[src/rtl/led_pwm_engine.sv]
// rtl/led_pwm_engine.sv - per-channel PWM/dim/blink LED waveform generator.
// Define LED_SHADOW_EN to sample duty/group settings only at PWM period boundaries.
module led_pwm_engine #(
  parameter int PRESCALE = 1,
  parameter int NUM_CH   = 4
) (
  input  logic                clk,
  input  logic                reset,
  input  logic                sleep,
  input  logic [2*NUM_CH-1:0] ledout,
  input  logic [8*NUM_CH-1:0] duty,
  input  logic [7:0]          grp_pwm,
  input  logic [7:0]          grp_freq,
  input  logic                dmblnk,
  output logic [NUM_CH-1:0]   leds,
  output logic                period_start,
  output logic                blink_on
);
  localparam int PW = (PRESCALE > 1) ? $clog2(PRESCALE) : 1;

  logic [PW-1:0]       pre_cnt;
  logic [7:0]          pwm_cnt;
  logic [7:0]          blink_cnt;
  logic                load_pending;
  logic [8*NUM_CH-1:0] duty_sh;
  logic [7:0]          grp_pwm_sh;
  logic [7:0]          grp_freq_sh;
  logic                dmblnk_sh;

  logic                tick;
  logic                boundary;
  logic                shadow_load;
  logic [7:0]          thr;
  logic [NUM_CH-1:0]   leds_nxt;

  assign tick     = (pre_cnt == PW'(PRESCALE - 1));
  assign boundary = (tick && (pwm_cnt == 8'hFF)) || load_pending;

`ifdef LED_SHADOW_EN
  assign shadow_load = boundary;
`else
  assign shadow_load = 1'b1;
`endif

  assign thr = 8'(((17'(grp_freq_sh) + 17'd1) * 17'(grp_pwm_sh)) >> 8);

  for (genvar i = 0; i < NUM_CH; i++) begin : g_ch
    logic [7:0] d;
    logic [7:0] eff;
    assign d   = duty_sh[8*i +: 8];
    // mode 11 either scales duty by the group level or gates it with the blink phase
    assign eff = !ledout[2*i] ? d :
                 dmblnk_sh    ? (blink_on ? d : 8'd0) :
                 8'((17'(d) * (17'(grp_pwm_sh) + 17'd1)) >> 8);
    assign leds_nxt[i] = ledout[2*i+1] ? (pwm_cnt < eff) : ledout[2*i];
  end

  always_ff @(posedge clk or posedge reset) begin
    if (reset) begin
      pre_cnt      <= '0;
      pwm_cnt      <= '0;
      blink_cnt    <= '0;
      load_pending <= 1'b1;
      duty_sh      <= '0;
      grp_pwm_sh   <= '0;
      grp_freq_sh  <= '0;
      dmblnk_sh    <= 1'b0;
      leds         <= '0;
      period_start <= 1'b0;
      blink_on     <= 1'b0;
    end else if (sleep) begin
      pre_cnt      <= '0;
      pwm_cnt      <= '0;
      blink_cnt    <= '0;
      load_pending <= 1'b1;
      leds         <= '0;
      period_start <= 1'b0;
      blink_on     <= 1'b0;
    end else begin
      leds         <= leds_nxt;
      blink_on     <= (blink_cnt < thr);
      period_start <= boundary;
      if (boundary) begin
        pre_cnt      <= '0;
        pwm_cnt      <= '0;
        load_pending <= 1'b0;
        // grp_freq is what the shadow takes on this same edge
        blink_cnt    <= (blink_cnt >= grp_freq) ? 8'd0 : blink_cnt + 8'd1;
      end else if (tick) begin
        pre_cnt <= '0;
        pwm_cnt <= pwm_cnt + 8'd1;
      end else begin
        pre_cnt <= pre_cnt + 1'b1;
      end
      if (shadow_load) begin
        duty_sh     <= duty;
        grp_pwm_sh  <= grp_pwm;
        grp_freq_sh <= grp_freq;
        dmblnk_sh   <= dmblnk;
      end
    end
  end
endmodule

[config.mk]
export PLATFORM = sky130hd
export DESIGN_NAME = led_pwm_engine
export DESIGN_NICKNAME = d
export VERILOG_FILES = /design/src/rtl/led_pwm_engine.sv
export SDC_FILE = /design/constraint.sdc
export NUM_CORES = 1
export LEC_CHECK = 0
export ABC_CLOCK_PERIOD_IN_PS = 8150
export BUFFER_PORTS_ARGS = -buffer_cell sky130_fd_sc_hd__buf_2
export CAP_MARGIN = 10
export CORE_ASPECT_RATIO = 1.1
export CORE_MARGIN = 4
export CORE_UTILIZATION = 51
export DETAILED_ROUTE_END_ITERATION = 7
export GPL_ROUTABILITY_DRIVEN = 0
export GPL_TIMING_DRIVEN = 1
export PLACE_DENSITY_LB_ADDON = 0.3
export SYNTH_ARGS = -nofsm -noshare
export SYNTH_HDL_FRONTEND = slang
export SYNTH_SLANG_ARGS = --single-unit
[constraint.sdc]
create_clock -name clk -period 8.15 [get_ports clk]
set_input_delay 1.63 -clock clk [delete_from_list [all_inputs] [get_ports clk]]
set_output_delay 1.63 -clock clk [all_outputs]
set_load 0.01 [all_outputs]
* Yosys cells after proc, flatten, opt, wreduce, memory -nomap -nowiden *
Cells that the tools add are included.

cells by class
  add/subtract/negate cells = 5
  multipliers = 5
  $lt $le $gt $ge = 6
  eq/ne operators = 2
  multiplexer cells = 30
  bitwise operators = 1
  reduce and logical (&&, ||, !) cells = 3

operators with widths
  operator               number
  $mux W8                18
  $mul A8 B17 Y16        3
  $lt A8 B8 Y1           5
  $add A8 B1 Y9 const B  2
  $add A8 B1 Y8 const B  2
  $mul A8 B9 Y16         1
  $mul A9 B8 Y16         1
  $mux W1                11
  $eq A8 B8 Y1 const B   1
  $ge A8 B8 Y1           1
  $mux W4                1
  $ne A3 B2 Y1 const B   1
  $reduce_bool A2 Y1     1
  $add A1 B1 Y1 const B  1
  $logic_and A1 B1 Y1    1
  $logic_or A1 B1 Y1     1
  $not A1 Y1             1

word-level totals
  register bits = 73
  input port bits = 60
  output and inout port bits = 6
  word-level logic and storage cells = 63

* Logic depth before layout (Yosys ltp) *
  word-level depth = 7
  mapped depth = 27

* Least setup slack after synthesis *
OpenSTA, ideal clock, no wires.

  path kind = register -> register
  start = reg grp_pwm_sh[1]
  end = reg leds[3]
  library setup time = 134 ps
  arrival = 5966 ps
  slack = 2051 ps
  cell stages (with the launch flop) = 26
  buffers on the path = 2
  period minus slack after synthesis = 6099 ps
  cells stage by stage = dfrtp_1 > ha_1 > clkbuf_1 > clkbuf_1 > nand2_1 > fa_1 > fa_1 > inv_1 > fa_1 > inv_1 > fa_1 > inv_1 > ha_1 > a2111oi_4 > o41ai_2 > a221oi_2 > o21ai_2 > o41ai_4 > xnor2_1 > a31o_1 > a2bb2oi_1 > ha_1 > and4_1 > nand3_1 > o21ai_0 > o32ai_1

on the way
  longest elaborated chain between the ends = 7

RTL lines
  item                      RTL line  RTL
  start: declaration        26        logic [7:0] grp_pwm_sh;
  start signal: assignment  97        grp_pwm_sh <= grp_pwm;
  $add A8 B1 Y9             54        8'((17'(d) * (17'(grp_pwm_sh) + 17'd1)) >> 8);
  $mul A8 B9 Y16            54
  $mux W8                   53        dmblnk_sh ? (blink_on ? d : 8'd0) :
  $mux W8                   52        assign eff = !ledout[2*i] ? d :
  $lt A8 B8 Y1              55        assign leds_nxt[i] = ledout[2*i+1] ? (pwm_cnt < eff) : ledout[2*i];
  $mux W1                   55
  $mux W4                   71        end else if (sleep) begin
  end signal: assignment    80        leds <= leds_nxt;
  end: declaration          15        output logic [NUM_CH-1:0] leds,

No other way between the ends.
A chain may end at the register's enable or synchronous reset.

* Final worst setup path *
  start = reg grp_pwm_sh[0]
  end = reg leds[1]

on the way
  longest elaborated chain between the ends = 7

RTL lines
  item             RTL line
  $add A8 B1 Y9    54
  $mul A8 B17 Y16  54
  $mux W8          53
  $mux W8          52
  $lt A8 B8 Y1     55
  $mux W1          55
  $mux W4          71

No other way between the ends.

==> flow_summary.json <==
{
  "outcome": "finished, final reports clean",
  "cts_tree": "built",
  "syn_nets": 2068,
  "drtIter0Drc": 500,
  "synth_top_area_cell": "fa_1",
  "ys_async_sr_fraction_pct": 100,
  "leakage_nw": 8.09,
  "cts_hold_buf": 0,
  "drive_above_1_share_pct": 9.78,
  "io_buffers": 65,
  "grt_pass1_wl_mm": 59.2,
  "die_h_um": 186,
  "fin_skew_ns": 0.0117,
  "power.share.combinational_pct": 80.4,
  "worstSkewPairLatency_ns": 0.36,
  "cts_buffers": 9,
  "rsz0062_at_grt": "false",
  "ios": 66,
  "rows": 65,
  "cp.required_ns": 8.34,
  "holdWs_ns": 0.535,
  "holdCritPathClass": "reg2reg",
  "period_needed_ns": 7.12,
  "internal_power_mw": 2.42,
  "diodes": 0,
  "wirelength_mm": 34.9,
  "grt.total_usage_pct": 23.4,
  "synth_area_um2": 14700,
  "fmax_mhz": 140,
  "max_slew_margin_pct": 28.4,
  "start_util_pct": 51.6,
  "clockBufferDepth": 2,
  "dieWidth_um": 170,
  "gr-total-overflow": 0,
  "num_vias": 10905,
  "path_clk_slew_ns": 0.07,
  "seqPwrFrac_pct": 9.9,
  "first_global_vias": 11691,
  "crit_path_max_fanout": 21,
  "ant_nets": 0,
  "utilization_pct": 55.0,
  "clock_sinks": 72,
  "worstPathArrival_ns": 7.31,
  "cts_resized": 0,
  "power_density_nw_per_um2": 306,
  "critical_path_class": "reg2reg",
  "fill_cells": 2580,
  "core-area_um2": 28500,
  "drc": 0,
  "net-switching-power_mw": 2.38,
  "finalHoldViolations": 0,
  "switching_share_pct": 49.6,
  "dp_hpwl_mm": 25.9,
  "nets": 2077,
  "yosysUniqueCellTypes": 65,
  "seqCellArea_um2": 1800,
  "ys_seq_area_share_pct": 12.2,
  "setup_tns_ns": 0,
  "period_share_pct": 87.4,
  "drv_cap": 0,
  "antenna_found_initial": 2,
  "synth-edff-count": 0,
  "die_area_um2": 31700,
  "netlist.area_leader.share_pct": 27.2,
  "syn_inst": 1601,
  "htree_levels": 3,
  "multi_input_area_um2": 11700,
  "post_cts_buffers": 0,
  "grt_max_degree": 73,
  "synth_area_leaders": "fa_1, ha_1, dfrtp_1, and2_1, inv_1",
  "tightest_slew_ns": 1.07,
  "syn_avg_cell_area_um2": 9.20,
  "end_kind": "flip-flop",
  "peakVddDrop_mv": 0.202,
  "start_kind": "flip-flop",
  "routed_via_density": 5.50,
  "ys_seq_elements": 72,
  "drt-wirelength-per-cell_um": 17.6,
  "syn2layout_area_growth_pct": 6.57,
  "cts_root_buffer": "clkbuf_16",
  "yosysWarnings": 0,
  "reg2reg_slack_ns": 1.03,
  "p_clk_share_pct": 9.6,
  "synth_ff_type": "dfrtp_1",
  "setup_viol": 0,
  "drv_slew": 0,
  "first_pass_iters": 5
}
## final timing paths
| kind | start | to | cells past startpoint |
|---|---|---|---|
| worst max-delay path | grp_pwm_sh[0]$_DFFE_PP0N_ | leds[1]$_DFF_PP0_ | 23 |
| worst min-delay path | pwm_cnt[0]$_DFF_PP0_ | pwm_cnt[0]$_DFF_PP0_ | 1 |
| worst max register to register | grp_pwm_sh[0]$_DFFE_PP0N_ | leds[1]$_DFF_PP0_ | 23 |
| worst min register to register | pwm_cnt[0]$_DFF_PP0_ | pwm_cnt[0]$_DFF_PP0_ | 1 |
| max in group asynchronous | reset | duty_sh[7]$_DFFE_PP0N_ | 3 |
| min in group asynchronous | reset | duty_sh[22]$_DFFE_PP0N_ | 3 |
## flip-flops by register name, summed over array words and instances (netlist names)
signal / cells
leds: 4
grp_freq_sh: 8
period_start: 1
blink_on: 1
pwm_cnt: 8
blink_cnt: 8
dmblnk_sh: 1
grp_pwm_sh: 8
load_pending: 1
duty_sh: 32
## layout make-up
type	instances	share of cell area [%]
multi-input combinational	1192	74.5
sequential	72	11.5
inverter	256	6.13
tap	368	2.93
timing repair buffer	79	2.82
clock buffer	9	1.43
clock inverter	7	0.654
## per-layer routing
metal,global-route usage [%],vias up,wire length (um)
li1,-,5099,-
met1,30.6,5495,14900
met2,41.2,262,17400
met3,3.47,45,1980
met4,5.46,4,598
met5,0,-,23
## placed cells by master, fill, tap and decap left out, types with 14 or more instances in the layout
cell type,netlist,final
inv_1,256,255
and2_1,239,239
ha_1,207,207
fa_1,200,200
nand2_1,112,112
dfrtp_1,71,71
buf_2,1,65
xnor2_1,46,44
mux2_2,43,43
nor2_1,43,43
nor2b_1,36,36
o21ai_0,27,27
a21oi_1,27,27
a22oi_1,23,23
nand3_1,21,21
nand2b_1,15,15
xor2_1,19,15
a21o_1,14,14
o21a_1,14,14
## Yosys cell counts (3+ instances only)
cell / n
dfrtp_1: 71
a31oi_1: 11
xnor2_1: 46
fa_1: 200
o31ai_1: 3
ha_1: 207
o21ai_0: 27
nand2b_1: 15
a21o_1: 14
and4_1: 3
mux2_2: 43
o21a_1: 14
inv_1: 256
nand3_1: 21
nand2_1: 112
a21oi_1: 27
nand4_1: 5
nor2b_1: 36
a32oi_1: 3
nor2_1: 43
a22oi_1: 23
or2_2: 3
xor2_1: 19
and3_1: 11
o211ai_1: 5
nand4b_1: 4
or3_1: 3
and2_1: 239
nor3b_1: 5
clkbuf_1: 77
o21ai_1: 3
a22o_1: 4
nor3_1: 10
## cell families after synthesis
kind of cell | count (synthesis) | share of synthesized area [%]
muxes | 44 | 3.35
adders and majority gates | 407 | 44.8
AOI/OAI and AO/OA | 158 | 7.75
buffers and inverters | 337 | 8.63
DFF | 72 | 12.2
xor gates and xnor gates | 65 | 3.86
and+or+nand+nor | 518 | 19.4
## power by group through the flow
stage	registers, mW	logic (mW)	clock network, mW
detailed placement	0.484	3.86	0
CTS	0.477	3.90	0.474
finish	0.477	3.86	0.463
floorplan	0.414	3.11	0
global route	0.485	4.50	0.488
global placement	0.484	3.75	0
## stage by stage
step	setup slack (ns)	std cells	power, mW	cell area, um^2
after global placement	1.22	1967	4.23	15400
final	1.03	1983	4.80	15700
after CTS	1.02	1983	4.85	15700
after floorplan	2.05	1601	3.52	14700
after detailed placement	1.05	1967	4.34	15400
after global routing	0.484	1983	5.47	15700
## critical path: stages (launching register included)
cell and delay (ns):
dfrtp_1 0.70, ha_1 0.32, nand3_1 0.15, nor2_1 0.26, xor2_2 0.59, buf_4 0.38, and2_1 0.19, fa_1 0.43
fa_1 0.52, fa_1 0.49, inv_1 0.05, fa_1 0.48, inv_1 0.04, ha_1 0.31, o21a_1 0.24, a2111oi_4 0.37
nor2_1 0.12, a211oi_1 0.27, xnor2_1 0.15, a22oi_1 0.09, ha_1 0.34, nand4_1 0.08, o311ai_0 0.29, a21oi_1 0.11
No activity file was read; power rests on OpenSTA's default activity.
